File: src/rtl/flag_int_sequencer_if.sv
// Decoder/flag-register/interrupt bundle between the control unit and flag_int_sequencer.
// Pure wiring; the sequencer adds no latency on the decoder flag commands.
interface flag_int_sequencer_if #(
   parameter int NUM_SRC = 4
);
   localparam int VW = (NUM_SRC > 1) ? $clog2(NUM_SRC) : 1;

   logic [NUM_SRC-1:0] IRQ;
   logic               INSTR_DONE;
   logic               SEI;
   logic               CLI;
   logic               RETI;
   logic               RETI_EN;
   logic               DEC_C_SET;
   logic               DEC_C_CLR;
   logic               DEC_C_LD;
   logic               DEC_Z_LD;

   logic               FLG_C_SET;
   logic               FLG_C_CLR;
   logic               FLG_C_LD;
   logic               FLG_Z_LD;
   logic               FLG_LD_SEL;
   logic               FLG_SHAD_LD;
   logic               I_FLAG;
   logic               INT_TAKE;
   logic [VW-1:0]      INT_VEC;
   logic               IN_ISR;

   modport master (
      output IRQ, INSTR_DONE, SEI, CLI, RETI, RETI_EN,
             DEC_C_SET, DEC_C_CLR, DEC_C_LD, DEC_Z_LD,
      input  FLG_C_SET, FLG_C_CLR, FLG_C_LD, FLG_Z_LD, FLG_LD_SEL, FLG_SHAD_LD,
             I_FLAG, INT_TAKE, INT_VEC, IN_ISR
   );

   modport slave (
      input  IRQ, INSTR_DONE, SEI, CLI, RETI, RETI_EN,
             DEC_C_SET, DEC_C_CLR, DEC_C_LD, DEC_Z_LD,
      output FLG_C_SET, FLG_C_CLR, FLG_C_LD, FLG_Z_LD, FLG_LD_SEL, FLG_SHAD_LD,
             I_FLAG, INT_TAKE, INT_VEC, IN_ISR
   );
endinterface

File: src/rtl/flag_int_sequencer.sv
// C/Z flag + shadow sequencer around fixed-priority interrupts; decoder commands pass through with zero latency.
// ENTER and RESTORE each last one cycle; no backpressure, every input is sampled on every clock.
module flag_int_sequencer #(
   parameter int NUM_SRC     = 4,
   parameter int GUARD_INSTR = 1
) (
   input  logic                 CLK,
   input  logic                 RST_N,
   flag_int_sequencer_if.slave  bus
);
   localparam int VW = (NUM_SRC > 1) ? $clog2(NUM_SRC) : 1;
   localparam int GW = (GUARD_INSTR > 0) ? $clog2(GUARD_INSTR + 1) : 1;

   typedef enum logic [1:0] {
      S_IDLE    = 2'd0,
      S_ENTER   = 2'd1,
      S_ISR     = 2'd2,
      S_RESTORE = 2'd3
   } state_t;

   state_t             state_q, state_d;
   logic [NUM_SRC-1:0] irq_q, irq_d;
   logic [NUM_SRC-1:0] pend_q, pend_d;
   logic               i_flag_q, i_flag_d;
   logic               reti_en_q, reti_en_d;
   logic [GW-1:0]      guard_q, guard_d;
   logic [VW-1:0]      vec_q, vec_d;

   logic [NUM_SRC-1:0] irq_rise;
   logic [NUM_SRC-1:0] clr_mask;
   logic [VW-1:0]      sel_idx;
   logic               take;
   logic               i_flag_cmd;

   assign irq_rise = bus.IRQ & ~irq_q;

   // Lowest index wins: scan from the top so the last hit is the smallest index.
   always_comb begin : prio_enc
      sel_idx = '0;
      for (int i = NUM_SRC - 1; i >= 0; i--) begin
         if (pend_q[i]) begin
            sel_idx = VW'(i);
         end
      end
   end

   // A fresh edge on the source being serviced re-arms it instead of being lost.
   always_comb begin : clr_dec
      clr_mask = '0;
      for (int i = 0; i < NUM_SRC; i++) begin
         clr_mask[i] = (state_q == S_ENTER) && (vec_q == VW'(i));
      end
   end

   assign take = (state_q == S_IDLE) && bus.INSTR_DONE && i_flag_q &&
                 (|pend_q) && (guard_q == '0);

   assign i_flag_cmd = bus.CLI ? 1'b0 : (bus.SEI ? 1'b1 : i_flag_q);

   always_comb begin : next_state
      state_d   = state_q;
      irq_d     = bus.IRQ;
      pend_d    = (pend_q & ~clr_mask) | irq_rise;
      i_flag_d  = i_flag_q;
      reti_en_d = reti_en_q;
      guard_d   = guard_q;
      vec_d     = vec_q;

      if (bus.INSTR_DONE && (guard_q != '0)) begin
         guard_d = guard_q - GW'(1);
      end

      unique case (state_q)
         S_IDLE: begin
            i_flag_d = i_flag_cmd;
            if (take) begin
               state_d = S_ENTER;
               vec_d   = sel_idx;
            end
         end
         S_ENTER: begin
            i_flag_d = 1'b0;
            state_d  = S_ISR;
         end
         S_ISR: begin
            i_flag_d = i_flag_cmd;
            if (bus.RETI) begin
               reti_en_d = bus.RETI_EN;
               state_d   = S_RESTORE;
            end
         end
         S_RESTORE: begin
            i_flag_d = reti_en_q;
            guard_d  = GW'(GUARD_INSTR);
            state_d  = S_IDLE;
         end
      endcase
   end

   always_ff @(posedge CLK or negedge RST_N) begin
      if (!RST_N) begin
         state_q   <= S_IDLE;
         irq_q     <= '0;
         pend_q    <= '0;
         i_flag_q  <= 1'b0;
         reti_en_q <= 1'b0;
         guard_q   <= '0;
         vec_q     <= '0;
      end else begin
         state_q   <= state_d;
         irq_q     <= irq_d;
         pend_q    <= pend_d;
         i_flag_q  <= i_flag_d;
         reti_en_q <= reti_en_d;
         guard_q   <= guard_d;
         vec_q     <= vec_d;
      end
   end

   // Outputs decode from state_q and are gated by reset so nothing leaks while RST_N is low.
   always_comb begin : outputs
      bus.FLG_C_SET   = 1'b0;
      bus.FLG_C_CLR   = 1'b0;
      bus.FLG_C_LD    = 1'b0;
      bus.FLG_Z_LD    = 1'b0;
      bus.FLG_LD_SEL  = 1'b0;
      bus.FLG_SHAD_LD = 1'b0;
      bus.INT_TAKE    = 1'b0;
      bus.IN_ISR      = 1'b0;
      bus.INT_VEC     = '0;
      bus.I_FLAG      = i_flag_q;

      if (RST_N) begin
         unique case (state_q)
            S_IDLE, S_ISR: begin
               bus.FLG_C_SET = bus.DEC_C_SET;
               bus.FLG_C_CLR = bus.DEC_C_CLR;
               bus.FLG_C_LD  = bus.DEC_C_LD;
               bus.FLG_Z_LD  = bus.DEC_Z_LD;
            end
            S_ENTER: begin
               bus.FLG_SHAD_LD = 1'b1;
               bus.INT_TAKE    = 1'b1;
            end
            S_RESTORE: begin
               bus.FLG_C_LD   = 1'b1;
               bus.FLG_Z_LD   = 1'b1;
               bus.FLG_LD_SEL = 1'b1;
            end
         endcase
         bus.IN_ISR = (state_q != S_IDLE);
         if (state_q != S_IDLE) begin
            bus.INT_VEC = vec_q;
         end
      end
   end
endmodule
File: src/flat_wrapper.sv
// flat-port wrapper written by rule: the top's interface ports become plain ports
module flag_int_sequencer_flat 
#(
   parameter int NUM_SRC     = 4,
   parameter int GUARD_INSTR = 1
)
  (CLK, RST_N, bus_IRQ, bus_INSTR_DONE, bus_SEI, bus_CLI, bus_RETI, bus_RETI_EN, bus_DEC_C_SET, bus_DEC_C_CLR, bus_DEC_C_LD, bus_DEC_Z_LD, bus_FLG_C_SET, bus_FLG_C_CLR, bus_FLG_C_LD, bus_FLG_Z_LD, bus_FLG_LD_SEL, bus_FLG_SHAD_LD, bus_I_FLAG, bus_INT_TAKE, bus_INT_VEC, bus_IN_ISR);
  flag_int_sequencer_if #(.NUM_SRC(NUM_SRC)) bus_i ();
  input  logic CLK;
  input  logic RST_N;
  input wire logic [$bits(bus_i.IRQ)-1:0] bus_IRQ;
  input wire logic [$bits(bus_i.INSTR_DONE)-1:0] bus_INSTR_DONE;
  input wire logic [$bits(bus_i.SEI)-1:0] bus_SEI;
  input wire logic [$bits(bus_i.CLI)-1:0] bus_CLI;
  input wire logic [$bits(bus_i.RETI)-1:0] bus_RETI;
  input wire logic [$bits(bus_i.RETI_EN)-1:0] bus_RETI_EN;
  input wire logic [$bits(bus_i.DEC_C_SET)-1:0] bus_DEC_C_SET;
  input wire logic [$bits(bus_i.DEC_C_CLR)-1:0] bus_DEC_C_CLR;
  input wire logic [$bits(bus_i.DEC_C_LD)-1:0] bus_DEC_C_LD;
  input wire logic [$bits(bus_i.DEC_Z_LD)-1:0] bus_DEC_Z_LD;
  output wire logic [$bits(bus_i.FLG_C_SET)-1:0] bus_FLG_C_SET;
  output wire logic [$bits(bus_i.FLG_C_CLR)-1:0] bus_FLG_C_CLR;
  output wire logic [$bits(bus_i.FLG_C_LD)-1:0] bus_FLG_C_LD;
  output wire logic [$bits(bus_i.FLG_Z_LD)-1:0] bus_FLG_Z_LD;
  output wire logic [$bits(bus_i.FLG_LD_SEL)-1:0] bus_FLG_LD_SEL;
  output wire logic [$bits(bus_i.FLG_SHAD_LD)-1:0] bus_FLG_SHAD_LD;
  output wire logic [$bits(bus_i.I_FLAG)-1:0] bus_I_FLAG;
  output wire logic [$bits(bus_i.INT_TAKE)-1:0] bus_INT_TAKE;
  output wire logic [$bits(bus_i.INT_VEC)-1:0] bus_INT_VEC;
  output wire logic [$bits(bus_i.IN_ISR)-1:0] bus_IN_ISR;
  assign bus_i.IRQ = bus_IRQ;
  assign bus_i.INSTR_DONE = bus_INSTR_DONE;
  assign bus_i.SEI = bus_SEI;
  assign bus_i.CLI = bus_CLI;
  assign bus_i.RETI = bus_RETI;
  assign bus_i.RETI_EN = bus_RETI_EN;
  assign bus_i.DEC_C_SET = bus_DEC_C_SET;
  assign bus_i.DEC_C_CLR = bus_DEC_C_CLR;
  assign bus_i.DEC_C_LD = bus_DEC_C_LD;
  assign bus_i.DEC_Z_LD = bus_DEC_Z_LD;
  assign bus_FLG_C_SET = bus_i.FLG_C_SET;
  assign bus_FLG_C_CLR = bus_i.FLG_C_CLR;
  assign bus_FLG_C_LD = bus_i.FLG_C_LD;
  assign bus_FLG_Z_LD = bus_i.FLG_Z_LD;
  assign bus_FLG_LD_SEL = bus_i.FLG_LD_SEL;
  assign bus_FLG_SHAD_LD = bus_i.FLG_SHAD_LD;
  assign bus_I_FLAG = bus_i.I_FLAG;
  assign bus_INT_TAKE = bus_i.INT_TAKE;
  assign bus_INT_VEC = bus_i.INT_VEC;
  assign bus_IN_ISR = bus_i.IN_ISR;
  flag_int_sequencer #(.NUM_SRC(NUM_SRC), .GUARD_INSTR(GUARD_INSTR)) u_core (.CLK(CLK), .RST_N(RST_N), .bus(bus_i));
endmodule
File: config.mk
export PLATFORM = sky130hd
export DESIGN_NAME = flag_int_sequencer_flat
export DESIGN_NICKNAME = d
export VERILOG_FILES = /design/src/rtl/flag_int_sequencer_if.sv /design/src/rtl/flag_int_sequencer.sv /design/src/flat_wrapper.sv
export SDC_FILE = /design/constraint.sdc
export NUM_CORES = 1
export LEC_CHECK = 0
export CAP_MARGIN = 20
export CORE_MARGIN = 5
export CORE_UTILIZATION = 46
export CTS_CLUSTER_SIZE = 20
export DETAILED_ROUTE_END_ITERATION = 10
export PLACE_DENSITY = 0.81
export SLEW_MARGIN = 20
export SYNTH_ARGS = -nofsm -noshare
export SYNTH_HDL_FRONTEND = slang
export SYNTH_SLANG_ARGS = --single-unit
File: constraint.sdc
create_clock -name CLK -period 4.09 [get_ports CLK]
set_input_delay 0.409 -clock CLK [delete_from_list [all_inputs] [get_ports CLK]]
set_output_delay 0.409 -clock CLK [all_outputs]
set_load 0.03 [all_outputs]
== Word level (Yosys, flattened, before mapping) ==
Cells that the tools add are included.

* Register bits: 15
* Output and inout bits: 11
* Logic and storage cells: 68
* Bits of input ports: 15

* Mux-type cells: 27
* Eq/ne operators: 9
* Bitwise gates (word level): 6
* $add $sub $neg: 1
* Reductions and logical operators: 18

{| class="wikitable"
|+ Operators by type and width
! operator !! number
|-
| $mux W2 || 8
|-
| $mux W1 || 15
|-
| $logic_and A1 B1 Y1 || 9
|-
| $and A4 B4 Y4 || 2
|-
| $eq A2 B2 Y1 const B || 4
|-
| $not A4 Y4 || 2
|-
| $pmux W2 S4 || 1
|-
| $reduce_and A2 Y1 || 3
|-
| $eq A2 B1 Y1 const B || 2
|-
| $logic_not A2 Y1 || 2
|-
| $or A4 B4 Y4 || 1
|-
| $pmux W1 S2 || 2
|-
| $reduce_bool A2 Y1 || 2
|-
| $reduce_or A4 Y1 || 1
|-
| $ne A3 B1 Y1 const B || 1
|-
| $pmux W1 S3 || 1
|-
| $ne A2 B1 Y1 const B || 1
|-
| $ne A2 B2 Y1 const B || 1
|-
| $reduce_or A2 Y1 || 1
|-
| $not A1 Y1 || 1
|-
| $sub A1 B1 Y1 const B || 1
|}

== Logic depth before layout (Yosys ltp) ==
Gate-level depths: netlist of the first run.

* Depth in word-level cells: 7
* Mapped depth: 6
* Gate-level depth less buffers: 6

== Worst setup path after synthesis of the first run ==
Ideal clock, no wire load.

* Kind: register to output
* Start point: register u_core.state_q[0]
* End point: output bus_INT_VEC[0]
* Arrival time: 1585 ps
* Buffers on the path: 0
* Setup slack: 2096 ps
* Stages on the path, launching flop included: 5
* Required time: 3681 ps
* Cells stage by stage: dfrtp_1 -> inv_1 -> ha_1 -> nor2b_1 -> and2_1

* Cells in the longest elaborated chain, start to end: 3

{| class="wikitable"
|+ RTL lines
! item !! line !! RTL
|-
| start: declaration || flag_int_sequencer.sv:21 || <nowiki>state_t state_q, state_d;</nowiki>
|-
| start signal: assignment || flag_int_sequencer.sv:110 || <nowiki>state_q <= state_d;</nowiki>
|-
| $reduce_bool A2 Y1 || flag_int_sequencer.sv:152 || <nowiki>if (state_q != S_IDLE) begin</nowiki>
|-
| $mux W2 || flag_int_sequencer.sv:152 ||
|-
| $mux W2 || flag_int_sequencer.sv:133 || <nowiki>if (RST_N) begin</nowiki>
|-
| end: declaration || flat_wrapper.sv:29 || <nowiki>output wire logic [$bits(bus_i.INT_VEC)-1:0] bus_INT_VEC;</nowiki>
|}

No other way between the ends.

== Worst setup path after layout of the first run ==
* Start point: input RST_N
* End point: output bus_INT_VEC[1]

* Cells in the longest elaborated chain, start to end: 1

{| class="wikitable"
|+ RTL lines
! item !! line !! RTL
|-
| start: declaration || flat_wrapper.sv:10 || <nowiki>input logic RST_N;</nowiki>
|-
| $mux W2 || flag_int_sequencer.sv:133 ||
|}

No other way between the ends.

==> tab_implementation.tex, run 1 <==
\begin{tabular}{lr}
\hline
Metric & Value \\
\hline
\multicolumn{2}{l}{\textbf{Final layout}} \\
\quad Most common cell after layout, fill and taps aside & sky130\_fd\_sc\_hd\_\_clkdlybuf4s50\_1 \\
\quad Number of nets in the finished design & 126 \\
\quad Area grow syn2layout & 39.1\% \\
\quad Commonest cells after routing, fill and taps aside & sky130\_fd\_sc\_hd\_\_clkdlybuf4s50\_1 (25), sky130\_fd\_sc\_hd\_\_dfrtp\_1 (15), sky130\_fd\_sc\_hd\_\_inv\_1 (10) \\
\quad Fraction of final layout cells sized beyond drive strength 1 & 0.0755 \\
\quad Filler cell count & approximately 130 \\
\quad Antenna diode count & 0 \\
\quad Utilization of the core after routing & 0.684 \\
\multicolumn{2}{l}{\textbf{Floorplanning}} \\
\quad Die boundary width & 50.6 um \\
\quad Starting Density & 0.492 \\
\quad Die area & between 2000 and 3000 um2 \\
\quad Placeable core region & approximately 1500 um2 \\
\quad Die H & between 50 and 60 um \\
\quad Number of ports placed on the die boundary & 26 \\
\quad Placement row count & 14 \\
\multicolumn{2}{l}{\textbf{Synth}} \\
\quad Number of different library cells in the post-synthesis netlist & 25 \\
\quad Mapped Avg Cell Area & $\sim$10 um2 \\
\quad Netlist Area Pre-Place & approximately 760 um2 \\
\quad Synthesized instance count & 77 \\
\quad Net Count, Synth & 96 \\
\quad Sequential fraction of the synthesis area & 0.495 \\
\quad Number of enable flip-flop cells after synthesis & 0 \\
\quad Syn. warnings & 0 \\
\quad Count of state elements after synthesis & 15 \\
\quad Most used flip-flop cell after synthesis & sky130\_fd\_sc\_hd\_\_dfrtp\_1 \\
\quad Asr flop ratio synth & 1.00 \\
\multicolumn{2}{l}{\textbf{Pwr}} \\
\quad Sum of internal, switching and leakage power & 683 uW \\
\quad Clock network fraction of total power & 0.123 \\
\quad Worst vdd rail ir drop & 0.000381 V \\
\quad Switching power total & 283 uW \\
\quad Leak pwr & roughly 0.48 nW \\
\quad Share of total power in combinational logic & 0.501 \\
\quad Proportion of power drawn by flip-flops and latches & 0.376 \\
\quad Total power divided by cell area & 647 nW/um2 \\
\quad Int Power & 400 uW \\
\quad Switching part of the total power & 0.414 \\
\multicolumn{2}{l}{\textbf{Placed design}} \\
\quad Total half-perimeter wirelength after legalization and detailed placement & 1310 um \\
\quad Routability-driven placement congestion ratio & 0.777 \\
\quad \# port buffers & 25 \\
\multicolumn{2}{l}{\textbf{Timing}} \\
\quad Final-layout setup total negative slack & 0 ns \\
\quad Transition at the pin with the smallest max-transition slack & about 0.50 ns \\
\quad Final critical-path share of the clock period & 0.648 \\
\quad Time the final worst path needs with I/O delays and setup & between 2 and 3 ns \\
\quad Number of failing hold endpoints at the final stage & 0 \\
\quad Worst hold margin & around 0.42 ns \\
\quad Setup clock skew after layout & 0.00424 ns \\
\quad Setup repair after global routing missed its margin & false \\
\quad Total setup violations reported at the end of the flow & 0 \\
\quad Rel. slew slack & 0.663 \\
\quad Max Fclk & 377 MHz \\
\quad Final count of pins violating max slew & 0 \\
\multicolumn{2}{l}{\textbf{Global route}} \\
\quad Pin count of the biggest net entering global routing & 16 \\
\quad Grt met1 use & 0.182 \\
\quad Global-route wire length before repair & 2830 um \\
\quad Met2 global-route usage & 0.229 \\
\quad Grt ovf & 0 \\
\quad Number of antenna violations at the first check in global routing & 0 \\
\quad Met3 demand-to-capacity share in global routing & 0.0325 \\
\quad Overall fraction of global-route tracks in use & 0.147 \\
\quad Via count of the first global-routing pass & 630 \\
\quad Most heavily used metal layer in global routing & met2 \\
\multicolumn{2}{l}{\textbf{Worst setup path}} \\
\quad Peak fanout along the critical path & 15 \\
\quad Required time at the worst-slack endpoint & 3.68 ns \\
\quad Logic depth of the worst register-to-register path & 6 \\
\quad Sort of element at the start of the critical path & input pin \\
\quad Crit path kind & input pin to output pin \\
\quad Endpoint type of the worst setup path & output pin \\
\quad Arrival time of data at the critical path endpoint & 2.24 ns \\
\multicolumn{2}{l}{\textbf{Detailed routing}} \\
\quad Detail-routed net length per standard cell & between 10 and 15 um \\
\quad Violation count after the first detailed-route iteration & 7 \\
\quad Drt pass-1 iters & 4 \\
\quad Post-route DRC & 0 \\
\quad Aggregate routed wire length & approximately 1600 um \\
\quad Via count & 626 \\
\quad Post-detailed-route count of antenna-violating nets & 0 \\
\quad Per-cell via count in the routed design & between 5 and 6 \\
\multicolumn{2}{l}{\textbf{Clock tree}} \\
\quad Clk slew on worst S/H paths & 0.09 ns \\
\quad Clock tree from TritonCTS & yes \\
\quad Master cell of the clock root buffer & sky130\_fd\_sc\_hd\_\_clkbuf\_4 \\
\quad Number of buffers on the longest clock path & 2 \\
\quad Count of cells resized by post-cts repair & 0 \\
\quad CTS hold repair buffers & 0 \\
\quad Worst-Skew Late Latency & 0.28 ns \\
\quad TritonCTS Buffers & 3 \\
\quad Post-CTS Setup Inserts & 0 \\
\quad H-tree levels & 1 \\
\quad Sink count of the clock tree & 15 \\
\multicolumn{2}{l}{\textbf{Run status}} \\
\quad Result of the run & completed \\
\multicolumn{2}{l}{\textbf{Job}} \\
\quad Max capacitance violation total & 0 \\
\multicolumn{2}{l}{\textbf{Worst hold path}} \\
\quad Count of cells along the worst hold path & 1 \\
\quad Worst min-delay path category & flop to flop \\
\hline
\end{tabular}
## sequential cells by signal, indices dropped and copies added (netlist names)
name,cells
u_core.state_q,2
u_core.vec_q,2
u_core.pend_q,4
u_core.reti_en_q,1
u_core.guard_q,1
u_core.irq_q,4
u_core.bus.I_FLAG,1
## metrics by stage
stage	instance area, um2	worst slack, ns	instances
after floorplan	758	2.10	77
after global placement	1030	1.44	118
after detailed placement	1030	1.37	118
after CTS	1050	1.37	122
after global routing	1050	1.26	122
final	1050	1.44	122
## power groups by stage
stage / sequential (mW) / clock, mW / combinational (mW)
2_1_floorplan: 0.255 / 0 / 0.224
3_3_place_gp: 0.256 / 0 / 0.335
3_5_place_dp: 0.260 / 0 / 0.346
4_1_cts: 0.257 / 0.0862 / 0.348
5_1_grt: 0.267 / 0.0954 / 0.382
6_report: 0.256 / 0.0842 / 0.342
## Yosys cell counts, types with 2 or more instances
cell / instances / area share
sky130_fd_sc_hd__a21boi_0: 3 / 0.030
sky130_fd_sc_hd__a21oi_1: 2 / 0.013
sky130_fd_sc_hd__and2_1: 4 / 0.033
sky130_fd_sc_hd__and3_1: 2 / 0.016
sky130_fd_sc_hd__dfrtp_1: 15 / 0.50
sky130_fd_sc_hd__ha_1: 4 / 0.066
sky130_fd_sc_hd__inv_1: 10 / 0.050
sky130_fd_sc_hd__nand2_1: 5 / 0.025
sky130_fd_sc_hd__nand3b_1: 2 / 0.020
sky130_fd_sc_hd__nor2_1: 8 / 0.040
sky130_fd_sc_hd__o21ai_0: 6 / 0.040
sky130_fd_sc_hd__o21ai_1: 2 / 0.013
sky130_fd_sc_hd__o22a_1: 2 / 0.023
## worst paths after layout
path	from	endpoint	slack [ns]
setup / recovery	RST_N	bus_INT_VEC[1]	1.44
hold / removal	u_core.irq_q[2]$_DFF_PN0_	u_core.pend_q[2]$_DFF_PN0_	0.42
setup reg to reg	u_core.state_q[0]$_DFFE_PN0P_	u_core.bus.I_FLAG$_DFFE_PN0P_	2.62
hold reg to reg	u_core.irq_q[2]$_DFF_PN0_	u_core.pend_q[2]$_DFF_PN0_	0.42
max in group asynchronous	RST_N	u_core.pend_q[3]$_DFF_PN0_	3.14
min in group asynchronous	RST_N	u_core.vec_q[0]$_DFFE_PN0P_	0.45
## layer usage
metal | wire length (um) | vias up
met5 | 0 | -
met4 | 46 | 0
met3 | 102 | 4
met2 | 795 | 19
met1 | 665 | 283
li1 | - | 320
## kinds of logic after synthesis
logic type      after synthesis  share of synthesized area
simple gates                 26                      0.186
compound gates               19                      0.158
flops                        15                      0.495
buf+inv                      11                     0.0594
fa+ha+maj                     4                     0.0660
mux                           2                     0.0346
## area by class of cell
class	instances	area [um2]	share of cell area
well taps	16	20.0	0.0190
inverters	10	37.5	0.0356
multi-input cells	51	338	0.320
repair buffers	26	258	0.244
clock buffers	4	26.3	0.0249
flip-flops and latches	15	375	0.356
## worst max-delay path, stage by stage
cell,delay (ns)
sky130_fd_sc_hd__clkdlybuf4s50_1,0.78
sky130_fd_sc_hd__nor2b_1,0.24
sky130_fd_sc_hd__and2_1,0.14
sky130_fd_sc_hd__clkdlybuf4s50_1,0.66
Power figures use the tool's default switching activity.
==> inputs of run 2 (changes only) <==
CORE_UTILIZATION = 39   (was 46)
PLACE_DENSITY = 0.73   (was 0.81)
clock period = 2.2 ns   (was 4.09 ns; I/O delays follow)
==> tab_implementation.tex, run 2 (synthesis results as in run 1) <==
\begin{tabular}{lr}
\hline
Metric & Value \\
\hline
\multicolumn{2}{l}{\textbf{Run status}} \\
\quad Result of the run & completed (unchanged) \\
\multicolumn{2}{l}{\textbf{Worst setup path}} \\
\quad Highest-delay cell along the critical path & sky130\_fd\_sc\_hd\_\_dfrtp\_1 (was sky130\_fd\_sc\_hd\_\_clkdlybuf4s50\_1) \\
\quad Logic depth of the worst register-to-register path & 5 (was 6) \\
\quad Buffering stage count on the worst path with inverters included & 2 (unchanged) \\
\quad Critical path's largest stage delay & 0.40 ns (was 0.78 ns) \\
\quad Endpoint type of the worst setup path & output pin (unchanged) \\
\quad Termination of the worst setup path & bus\_FLG\_C\_SET (was bus\_INT\_VEC[1]) \\
\quad Critical path origin & u\_core.state\_q[0]\$\_DFFE\_PN0P\_ (was RST\_N) \\
\quad Sort of element at the start of the critical path & flop (was input pin) \\
\quad Cell family with the largest share of critical-path delay & simple AND/OR/NAND/NOR gates (was buffers and inverters) \\
\quad Number of logic stages on the critical path including buffering & 5 (was 4) \\
\quad Required time at the worst-slack endpoint & 1.98 ns (was 3.68 ns) \\
\quad FF-to-FF End & u\_core.state\_q[1]\$\_DFFE\_PN0P\_ (was u\_core.bus.I\_FLAG\$\_DFFE\_PN0P\_) \\
\quad Crit path kind & flop to output pin (was input pin to output pin) \\
\quad Origin of the critical flop-to-flop path & u\_core.state\_q[0]\$\_DFFE\_PN0P\_ (unchanged) \\
\quad Chain of cells forming the critical path & inv\_1 > ha\_1 > or2\_1 > and3\_1 > buf\_4 (was clkdlybuf4s50\_1 > nor2b\_1 > and2\_1 > clkdlybuf4s50\_1) \\
\quad Peak fanout along the critical path & 5 (was 15) \\
\quad R2R setup slack & 0.75 ns (was 2.62 ns) \\
\quad Arrival time of data at the critical path endpoint & 1.63 ns (was 2.24 ns) \\
\multicolumn{2}{l}{\textbf{Floorplanning}} \\
\quad Die area & 2930 um2 (was 2560 um2) \\
\quad Die boundary width & 54.1 um (was 50.6 um) \\
\quad Starting Density & 0.399 (was 0.492) \\
\quad Number of ports placed on the die boundary & 26 (unchanged) \\
\quad Placeable core region & 1900 um2 (was 1540 um2) \\
\quad Placement row count & 16 (was 14) \\
\quad Die H & 54.1 um (was 50.6 um) \\
\multicolumn{2}{l}{\textbf{Detailed routing}} \\
\quad Detail-routed net length per standard cell & 12.1 um (was 13.2 um) \\
\quad Post-route DRC & 0 (unchanged) \\
\quad Met2 routed wirelength & 772 um (was 795 um) \\
\quad Via count & 640 (was 626) \\
\quad Per-cell via count in the routed design & 4.78 (was 5.13) \\
\quad Drt pass-1 iters & 4 (unchanged) \\
\quad Met3 wirelength from detailed routing & 201 um (was 102 um) \\
\quad Violation count after the first detailed-route iteration & 6 (was 7) \\
\quad Post-detailed-route count of antenna-violating nets & 0 (unchanged) \\
\quad Aggregate routed wire length & 1620 um (was 1610 um) \\
\quad Top routing layer in use & met3 (was met4) \\
\quad Met1 wire length & 646 um (was 665 um) \\
\multicolumn{2}{l}{\textbf{Pwr}} \\
\quad Sum of internal, switching and leakage power & 1.26 mW (was 683 uW) \\
\quad Worst vdd rail ir drop & 0.000503 V (was 0.000381 V) \\
\quad Total power divided by cell area & 1200 nW/um2 (was 647 nW/um2) \\
\quad Leak pwr & 0.498 nW (was 0.477 nW) \\
\multicolumn{2}{l}{\textbf{Clock tree}} \\
\quad Clock tree from TritonCTS & yes (unchanged) \\
\quad Master cell of the clock root buffer & sky130\_fd\_sc\_hd\_\_clkbuf\_4 (unchanged) \\
\quad Sink count of the clock tree & 15 (unchanged) \\
\quad Worst-Skew Late Latency & 0.29 ns (was 0.28 ns) \\
\quad Clk slew on worst S/H paths & 0.09 ns (about the same) \\
\quad Count of cells resized by post-cts repair & 0 (unchanged) \\
\quad Post-CTS Setup Inserts & 0 (unchanged) \\
\quad CTS hold repair buffers & 0 (unchanged) \\
\quad Number of buffers on the longest clock path & 2 (unchanged) \\
\quad TritonCTS Buffers & 3 (unchanged) \\
\quad H-tree levels & 1 (unchanged) \\
\multicolumn{2}{l}{\textbf{Timing}} \\
\quad Time the final worst path needs with I/O delays and setup & 1.85 ns \\
\quad Max Fclk & 539 MHz \\
\quad Setup clock skew after layout & 0.00321 ns (was 0.00424 ns) \\
\quad Crit path setup slack, layout & 0.346 ns (was 1.44 ns) \\
\quad Number of failing hold endpoints at the final stage & 0 (unchanged) \\
\quad Final-layout setup total negative slack & 0 ns (unchanged) \\
\quad Transition at the pin with the smallest max-transition slack & 0.305 ns (was 0.503 ns) \\
\quad Total setup violations reported at the end of the flow & 0 (unchanged) \\
\quad Final critical-path share of the clock period & 0.843 \\
\quad Setup repair after global routing missed its margin & false (unchanged) \\
\quad Final count of pins violating max slew & 0 (unchanged) \\
\quad Rel. slew slack & 0.796 (was 0.663) \\
\multicolumn{2}{l}{\textbf{Final layout}} \\
\quad Largest registers & u\_core.irq\_q (4), u\_core.pend\_q (4) (unchanged) \\
\quad Sequential Area & 375 um2 (unchanged) \\
\quad Commonest cells after routing, fill and taps aside & sky130\_fd\_sc\_hd\_\_clkdlybuf4s50\_1 (15), sky130\_fd\_sc\_hd\_\_dfrtp\_1 (15), sky130\_fd\_sc\_hd\_\_buf\_4 (12) (was sky130\_fd\_sc\_hd\_\_clkdlybuf4s50\_1 (25), sky130\_fd\_sc\_hd\_\_dfrtp\_1 (15), sky130\_fd\_sc\_hd\_\_inv\_1 (10)) \\
\quad Number of nets in the finished design & 127 (was 126) \\
\quad Antenna diode count & 0 (unchanged) \\
\quad Area grow syn2layout & 39.1\% (unchanged) \\
\quad Utilization of the core after routing & 0.555 (was 0.684) \\
\quad Combined area of the multi-input logic cells & 338 um2 (unchanged) \\
\quad Fraction of final layout cells sized beyond drive strength 1 & 0.187 (was 0.0755) \\
\quad Filler cell count & 175 (was 129) \\
\multicolumn{2}{l}{\textbf{Global route}} \\
\quad Via count of the first global-routing pass & 652 (was 630) \\
\quad Global-route wire length before repair & 2640 um (was 2830 um) \\
\quad Grt ovf & 0 (unchanged) \\
\quad Overall fraction of global-route tracks in use & 0.127 (was 0.147) \\
\quad Number of antenna violations at the first check in global routing & 0 (unchanged) \\
\quad Pin count of the biggest net entering global routing & 13 (was 16) \\
\multicolumn{2}{l}{\textbf{Worst hold path}} \\
\quad Worst min-delay path category & input pin to async pin (was flop to flop) \\
\multicolumn{2}{l}{\textbf{Placed design}} \\
\quad Total half-perimeter wirelength after legalization and detailed placement & 1300 um (was 1310 um) \\
\quad Pre-CTS setup slack & 0.627 ns (was 1.37 ns) \\
\quad \# port buffers & 25 (unchanged) \\
\quad Routability-driven placement congestion ratio & 0.749 (was 0.777) \\
\multicolumn{2}{l}{\textbf{Job}} \\
\quad Max capacitance violation total & 0 (unchanged) \\
\hline
\end{tabular}
run 2: changes by cell type in the layout (fill, tap and decap cells not counted):
cell	previous run	this run
sky130_fd_sc_hd__clkbuf_1	1	0
sky130_fd_sc_hd__clkinvlp_4	0	1
sky130_fd_sc_hd__clkdlybuf4s50_1	25	15
sky130_fd_sc_hd__buf_4	1	12
run 2: metal layers:
| layer | GRT usage | vias up |
|---|---|---|
| met4 | 0.0332 | 0 |
| met2 | 0.224 | 25 |
| met1 | 0.129 | 297 |
| met3 | 0.0720 | 0 |
| met5 | 0 | - |
| li1 | - | 318 |
run 2: stage by stage:
step | area [um2] | cells | hold slack (ns)
floorplan | 758 | 77 | -0.0756
global placement | 1020 | 130 | 0.402
detailed placement | 1020 | 130 | 0.413
CTS | 1050 | 134 | 0.273
global route | 1050 | 134 | 0.276
finish | 1050 | 134 | 0.262
run 2: cell type report:
cell class,instances,area share
flip-flops and latches,15,0.356
multi-input cells,51,0.320
repair buffers,27,0.228
inverters,10,0.0356
well taps,27,0.0320
clock buffers,3,0.0214
clock inverters,1,0.00712
run 2: worst min-delay path by stage:
stage / slack [ns] / start / to
finish: 0.26 / RST_N / u_core.bus.I_FLAG$_DFFE_PN0P_
global route: 0.28 / RST_N / u_core.bus.I_FLAG$_DFFE_PN0P_
CTS: 0.27 / RST_N / u_core.guard_q$_DFFE_PN0P_
detailed placement: 0.41 / u_core.irq_q[2]$_DFF_PN0_ / u_core.pend_q[2]$_DFF_PN0_
global placement: 0.40 / u_core.irq_q[2]$_DFF_PN0_ / u_core.pend_q[2]$_DFF_PN0_
floorplan: -0.08 / RST_N / u_core.bus.I_FLAG$_DFFE_PN0P_
run 2: where the power goes:
part           internal [mW]  switching, mW  leakage [nW]
clock network         0.0692         0.0982        0.0139
registers              0.377          0.101         0.170
logic                  0.279          0.338         0.314
==> inputs of run 3 (changes only) <==
clock period = 1.6 ns   (was 2.2 ns; I/O delays follow)
==> tab_implementation.tex, run 3 (synthesis results as in run 1) <==
\begin{tabular}{lr}
\hline
Metric & Value \\
\hline
\multicolumn{2}{l}{\textbf{Pwr}} \\
\quad Share of total power in combinational logic & 0.565 (was 0.489) \\
\quad Switching part of the total power & 0.420 (was 0.426) \\
\quad Switching power total & 847 uW (was 537 uW) \\
\quad Clock network fraction of total power & 0.106 (was 0.133) \\
\quad Total power divided by cell area & 1740 nW/um2 (was 1200 nW/um2) \\
\quad Leak pwr & 0.528 nW (was 0.498 nW) \\
\quad Proportion of power drawn by flip-flops and latches & 0.329 (was 0.379) \\
\quad Int Power & 1.17 mW (was 725 uW) \\
\quad Worst vdd rail ir drop & 0.000830 V (was 0.000503 V) \\
\multicolumn{2}{l}{\textbf{Timing}} \\
\quad Time the final worst path needs with I/O delays and setup & 1.64 ns \\
\quad Setup clock skew after layout & 0.00272 ns (was 0.00321 ns) \\
\quad Final count of pins violating max slew & 0 (unchanged) \\
\quad Crit path setup slack, layout & -0.0437 ns (was 0.346 ns) \\
\quad Max Fclk & 608 MHz \\
\quad Rel. slew slack & 0.799 (was 0.796) \\
\quad Final critical-path share of the clock period & 1.03 \\
\quad Setup repair after global routing missed its margin & true (was false) \\
\quad Transition at the pin with the smallest max-transition slack & 0.301 ns (was 0.305 ns) \\
\quad Total setup violations reported at the end of the flow & 2 (was 0) \\
\quad Number of failing hold endpoints at the final stage & 0 (unchanged) \\
\quad Final-layout setup total negative slack & -0.0845 ns (was 0 ns) \\
\multicolumn{2}{l}{\textbf{Job}} \\
\quad Max capacitance violation total & 0 (unchanged) \\
\multicolumn{2}{l}{\textbf{Detailed routing}} \\
\quad Post-route DRC & 0 (unchanged) \\
\quad Violation count after the first detailed-route iteration & 10 (was 6) \\
\quad Via count & 680 (was 640) \\
\quad Drt pass-1 iters & 4 (unchanged) \\
\quad Aggregate routed wire length & 1900 um (was 1620 um) \\
\quad Per-cell via count in the routed design & 4.86 (was 4.78) \\
\quad Post-detailed-route count of antenna-violating nets & 0 (unchanged) \\
\quad Detail-routed net length per standard cell & 13.6 um (was 12.1 um) \\
\multicolumn{2}{l}{\textbf{Clock tree}} \\
\quad Sink count of the clock tree & 15 (unchanged) \\
\quad Worst-Skew Late Latency & 0.28 ns (was 0.29 ns) \\
\quad H-tree levels & 1 (unchanged) \\
\quad Clock tree from TritonCTS & yes (unchanged) \\
\quad Number of buffers on the longest clock path & 2 (unchanged) \\
\quad TritonCTS Buffers & 3 (unchanged) \\
\quad Clk slew on worst S/H paths & 0.09 ns (about the same) \\
\quad CTS hold repair buffers & 0 (unchanged) \\
\quad Master cell of the clock root buffer & sky130\_fd\_sc\_hd\_\_clkbuf\_4 (unchanged) \\
\multicolumn{2}{l}{\textbf{Run status}} \\
\quad Result of the run & finished with violations (was completed) \\
\quad Failing checks & setup timing \\
\multicolumn{2}{l}{\textbf{Worst setup path}} \\
\quad Highest-delay cell along the critical path & sky130\_fd\_sc\_hd\_\_dfrtp\_1 (unchanged) \\
\quad Arrival time of data at the critical path endpoint & 1.48 ns (was 1.63 ns) \\
\quad Critical path's largest stage delay & 0.38 ns (was 0.40 ns) \\
\quad Logic depth of the worst register-to-register path & 6 (was 5) \\
\quad Endpoint type of the worst setup path & output pin (unchanged) \\
\quad Required time at the worst-slack endpoint & 1.44 ns (was 1.98 ns) \\
\quad Peak fanout along the critical path & 5 (unchanged) \\
\quad Chain of cells forming the critical path & inv\_2 > ha\_4 > or2\_1 > and3\_4 > buf\_6 (was inv\_1 > ha\_1 > or2\_1 > and3\_1 > buf\_4) \\
\quad R2R setup slack & 0.17 ns (was 0.75 ns) \\
\quad Sort of element at the start of the critical path & flop (unchanged) \\
\quad Crit path kind & flop to output pin (unchanged) \\
\multicolumn{2}{l}{\textbf{Final layout}} \\
\quad Commonest cells after routing, fill and taps aside & sky130\_fd\_sc\_hd\_\_clkdlybuf4s50\_1 (15), sky130\_fd\_sc\_hd\_\_buf\_4 (14), sky130\_fd\_sc\_hd\_\_dfrtp\_1 (14) (was sky130\_fd\_sc\_hd\_\_clkdlybuf4s50\_1 (15), sky130\_fd\_sc\_hd\_\_dfrtp\_1 (15), sky130\_fd\_sc\_hd\_\_buf\_4 (12)) \\
\quad Largest registers & u\_core.irq\_q (4), u\_core.pend\_q (4) (unchanged) \\
\quad Number of nets in the finished design & 133 (was 127) \\
\quad Area grow syn2layout & 53.3\% (was 39.1\%) \\
\quad Utilization of the core after routing & 0.611 (was 0.555) \\
\quad Antenna diode count & 0 (unchanged) \\
\quad Final non-filler cell total & 140 (was 134) \\
\quad Fraction of final layout cells sized beyond drive strength 1 & 0.310 (was 0.187) \\
\quad Most common cell after layout, fill and taps aside & sky130\_fd\_sc\_hd\_\_clkdlybuf4s50\_1 \\
\multicolumn{2}{l}{\textbf{Global route}} \\
\quad Global-route wire length before repair & 2630 um (was 2640 um) \\
\quad Via count of the first global-routing pass & 612 (was 652) \\
\quad Number of antenna violations at the first check in global routing & 0 (unchanged) \\
\quad Grt ovf & 0 (unchanged) \\
\quad Pin count of the biggest net entering global routing & 14 (was 13) \\
\quad Overall fraction of global-route tracks in use & 0.131 (was 0.127) \\
\multicolumn{2}{l}{\textbf{Placed design}} \\
\quad Number of placed cells counting well taps & 130 (unchanged) \\
\quad \# port buffers & 25 (unchanged) \\
\quad Total half-perimeter wirelength after legalization and detailed placement & 1340 um (was 1300 um) \\
\quad Routability-driven placement congestion ratio & 0.798 (was 0.749) \\
\multicolumn{2}{l}{\textbf{Floorplanning}} \\
\quad Number of ports placed on the die boundary & 26 (unchanged) \\
\quad Placeable core region & 1900 um2 (unchanged) \\
\quad Die H & 54.1 um (unchanged) \\
\quad Placement row count & 16 (unchanged) \\
\quad Starting Density & 0.399 (unchanged) \\
\quad Die area & 2930 um2 (unchanged) \\
\quad Die boundary width & 54.1 um (unchanged) \\
\multicolumn{2}{l}{\textbf{Worst hold path}} \\
\quad Worst min-delay path category & input pin to async pin (unchanged) \\
\hline
\end{tabular}
run 3: cell count changes in the layout (fill, tap and decap cells not counted), moves of 2 or more:
cell / delta
sky130_fd_sc_hd__buf_4: +2
sky130_fd_sc_hd__buf_6: +4
sky130_fd_sc_hd__ha_1: -4
sky130_fd_sc_hd__ha_4: +3
sky130_fd_sc_hd__inv_1: -2
sky130_fd_sc_hd__inv_2: +2
run 3: area by class of cell:
class | count | area, um2
Clock buffer | 4 | 26.3
Fill cell | 159 | 739
Inverter | 10 | 37.5
Multi-Input combinational cell | 51 | 388
Sequential cell | 15 | 377
Tap cell | 27 | 33.8
Timing Repair Buffer | 33 | 300
run 3: timing repair:
item,4_1_cts,5_1_grt
setup buffers,4,2
gates resized for setup,10,6
gates cloned,0,0
pin swaps,2,0
endpoints found under the setup margin,4,8
run 3: per-stage QoR:
stage	total power [mW]	setup slack [ns]	hold WS, ns	instance area (um2)
after floorplan	1.23	0.0450	-0.136	761
after global placement	1.49	0.154	0.403	1030
after detailed placement	1.54	0.107	0.414	1030
after CTS	1.90	-0.0549	0.266	1120
after global routing	2.13	-0.106	0.297	1160
final	2.02	-0.0437	0.283	1160
run 3: routing by layer:
layer | share of wire | routed length (um) | vias up | GRT usage
li1 | - | - | 328 | -
met1 | 0.44 | 833 | 337 | 0.161
met2 | 0.52 | 993 | 13 | 0.218
met3 | 0.026 | 49 | 2 | 0.0249
met4 | 0.012 | 23 | 0 | 0.0622
met5 | 0 | 0 | - | 0
run 3: worst paths after layout:
kind,from,end
max,u_core.state_q[0]$_DFFE_PN0P_,bus_FLG_C_CLR
min,RST_N,u_core.state_q[0]$_DFFE_PN0P_
max reg2reg,u_core.state_q[0]$_DFFE_PN0P_,u_core.state_q[1]$_DFFE_PN0P_
min reg2reg,u_core.irq_q[0]$_DFF_PN0_,u_core.pend_q[0]$_DFF_PN0_
max in group asynchronous,RST_N,u_core.irq_q[1]$_DFF_PN0_
min in group CLK,bus_IRQ[3],u_core.irq_q[3]$_DFF_PN0_
run 3: worst max-delay path, delay by kind of cell, from the launching register on:
| kind | cells | cell delay [ns] |
|---|---|---|
| and+or+nand+nor | 2 | 0.41 |
| buffers and inverters | 2 | 0.23 |
| adders and majority gates | 1 | 0.19 |
| DFF | 1 | 0.38 |
run 3: power by group through the flow:
stage	Clock (mW)	Sequential [mW]	Combinational, mW
floorplan	0	0.653	0.577
global placement	0	0.651	0.842
detailed placement	0	0.664	0.872
CTS	0.220	0.653	1.03
global route	0.245	0.675	1.21
finish	0.214	0.665	1.14
==> edit, RTL diff (flow settings as in run 3) <==
Make the reset (`RST_N`) synchronous in one clocked block.
--- a/src/rtl/flag_int_sequencer.sv
+++ b/src/rtl/flag_int_sequencer.sv
@@ -98,5 +98,5 @@
    end
 
-   always_ff @(posedge CLK or negedge RST_N) begin
+   always_ff @(posedge CLK) begin
       if (!RST_N) begin
          state_q   <= S_IDLE;
Behaviour: differs if RST_N is asserted again (counterexample within 4 cycles, from zero or initial values and one cycle with RST_N low); with RST_N held inactive, the same outputs for 10 cycles.
==> edit against run 3 <==
Wire length shrank 7.3%; design area grew 4.5%; sequential power shrank 31%; setup slack gained 50 ps; critical path depth is the same; via count grew 5.7%; final cell count grew 8.6%; synthesized area grew 4.8%; non-clock buffer count grew 1; sequential share of layout area shrank 7.3 points; total power shrank 35%; first-iteration DRC count shrank 20%; hold slack gained 140 ps; sequential cell count is the same; critical path type unchanged; largest cell class unchanged; largest power group unchanged.
==> edit: results <==
export IMPL_synthTopCellsByArea="dfxtp_1 38%, ha_1 7.9%, and2_1 6.3%"
export IMPL_setup_worst_path_start="u_core.state_q[1]"
export IMPL_p_leak_nw=0.500
export IMPL_status="finished clean"
export IMPL_gp_congestion=0.792
export IMPL_via_count=719
export IMPL_critical_path_slowest_cell="dfxtp_4"
export IMPL_grt_usage=0.127
export IMPL_layout_drive_gt1_share=0.304
export IMPL_layout_nets=146
export IMPL_fin_skew_ps=1.31
export IMPL_synth_cell_types=29
export IMPL_drtIter0Drc=8
export IMPL_grt_max_degree=11
export IMPL_worstPathArrival_ps=1430
export IMPL_endpoint="bus_FLG_C_SET"
export IMPL_dpl_instance_area_um2=1080
export IMPL_async_flop_share=0
export IMPL_yosysSeqAreaShare=0.378
export IMPL_drt_wl_total_um=1760
export IMPL_worstReg2RegStart="u_core.state_q[1]"
export IMPL_r2r_slack_ps=280
export IMPL_tightestPinTransition_ps=307
export IMPL_min_path_type="in -> reg"
export IMPL_dp_hpwl_um=1330
export IMPL_peakVddDrop_uv=555
export IMPL_synthTopCellsByCount="15 x dfxtp_1, 10 x nand2_1, 8 x and2_1"
export IMPL_grt_pass1_vias=643
[edit: power breakdown]
group,switching [mW],internal [mW],leakage [nW]
sequential,0.0443,0.417,0.125
combinational,0.291,0.322,0.361
clock,0.134,0.0949,0.0139
total,0.469,0.834,0.500
[edit: tightest hold or removal path, delay by kind of cell]
family,cells,cell delay (ps)
buffers and inverters,1,400
AOI/OAI and AO/OA,1,50
and+or+nand+nor,1,60
[edit: cell families after synthesis]
logic type | count (synthesis) | share of synthesized area
AO/OA/AOI/OAI | 23 | 0.232
adder cells (fa/ha/maj) | 5 | 0.0787
buffers and inverters | 8 | 0.0425
flip-flops | 15 | 0.378
multiplexers | 1 | 0.0126
AND/OR/NAND/NOR | 38 | 0.257
[edit: routing by layer]
| metal | global-route usage | part of all wire | vias to the layer above |
|---|---|---|---|
| li1 | - | - | 376 |
| met1 | 0.155 | 0.47 | 328 |
| met2 | 0.213 | 0.47 | 13 |
| met3 | 0.0322 | 0.045 | 2 |
| met4 | 0.0486 | 0.0097 | 0 |
| met5 | 0 | 0 | - |
[edit: how the worst min path moves through the flow]
| stage | slack, ps | cells past startpoint | end |
|---|---|---|---|
| global placement | 450 | 2 | u_core.reti_en_q |
| detailed placement | 450 | 2 | u_core.reti_en_q |
| finish | 420 | 3 | u_core.reti_en_q |
| global route | 440 | 3 | u_core.reti_en_q |
| CTS | 430 | 3 | u_core.reti_en_q |
| floorplan | 280 | 1 | u_core.bus.I_FLAG |
[edit: per-stage QoR]
step	utilization	setup TNS (ps)	instances	total power, mW	setup slack, ps
floorplan	-	0	90	0.764	93.4
global placement	0.558	0	144	0.926	135
detailed placement	0.558	0	144	0.939	100
CTS	0.607	-10.6	150	1.24	-8.26
global route	0.626	-54.7	152	1.38	-18.8
finish	0.626	0	152	1.30	6.80
[edit: layout make-up]
class,count,area (µm²)
clock inverter,1,7.51
inverter,5,23.8
multi-input combinational,67,510
fill,175,727
clock buffer,3,22.5
timing repair buffer,34,312
sequential,15,305
tap,27,33.8
[edit: what timing repair did]
action	CTS	global route
gates resized for setup	15	6
setup buffers	2	2
endpoints found under the setup margin	5	4
pin swaps	1	3
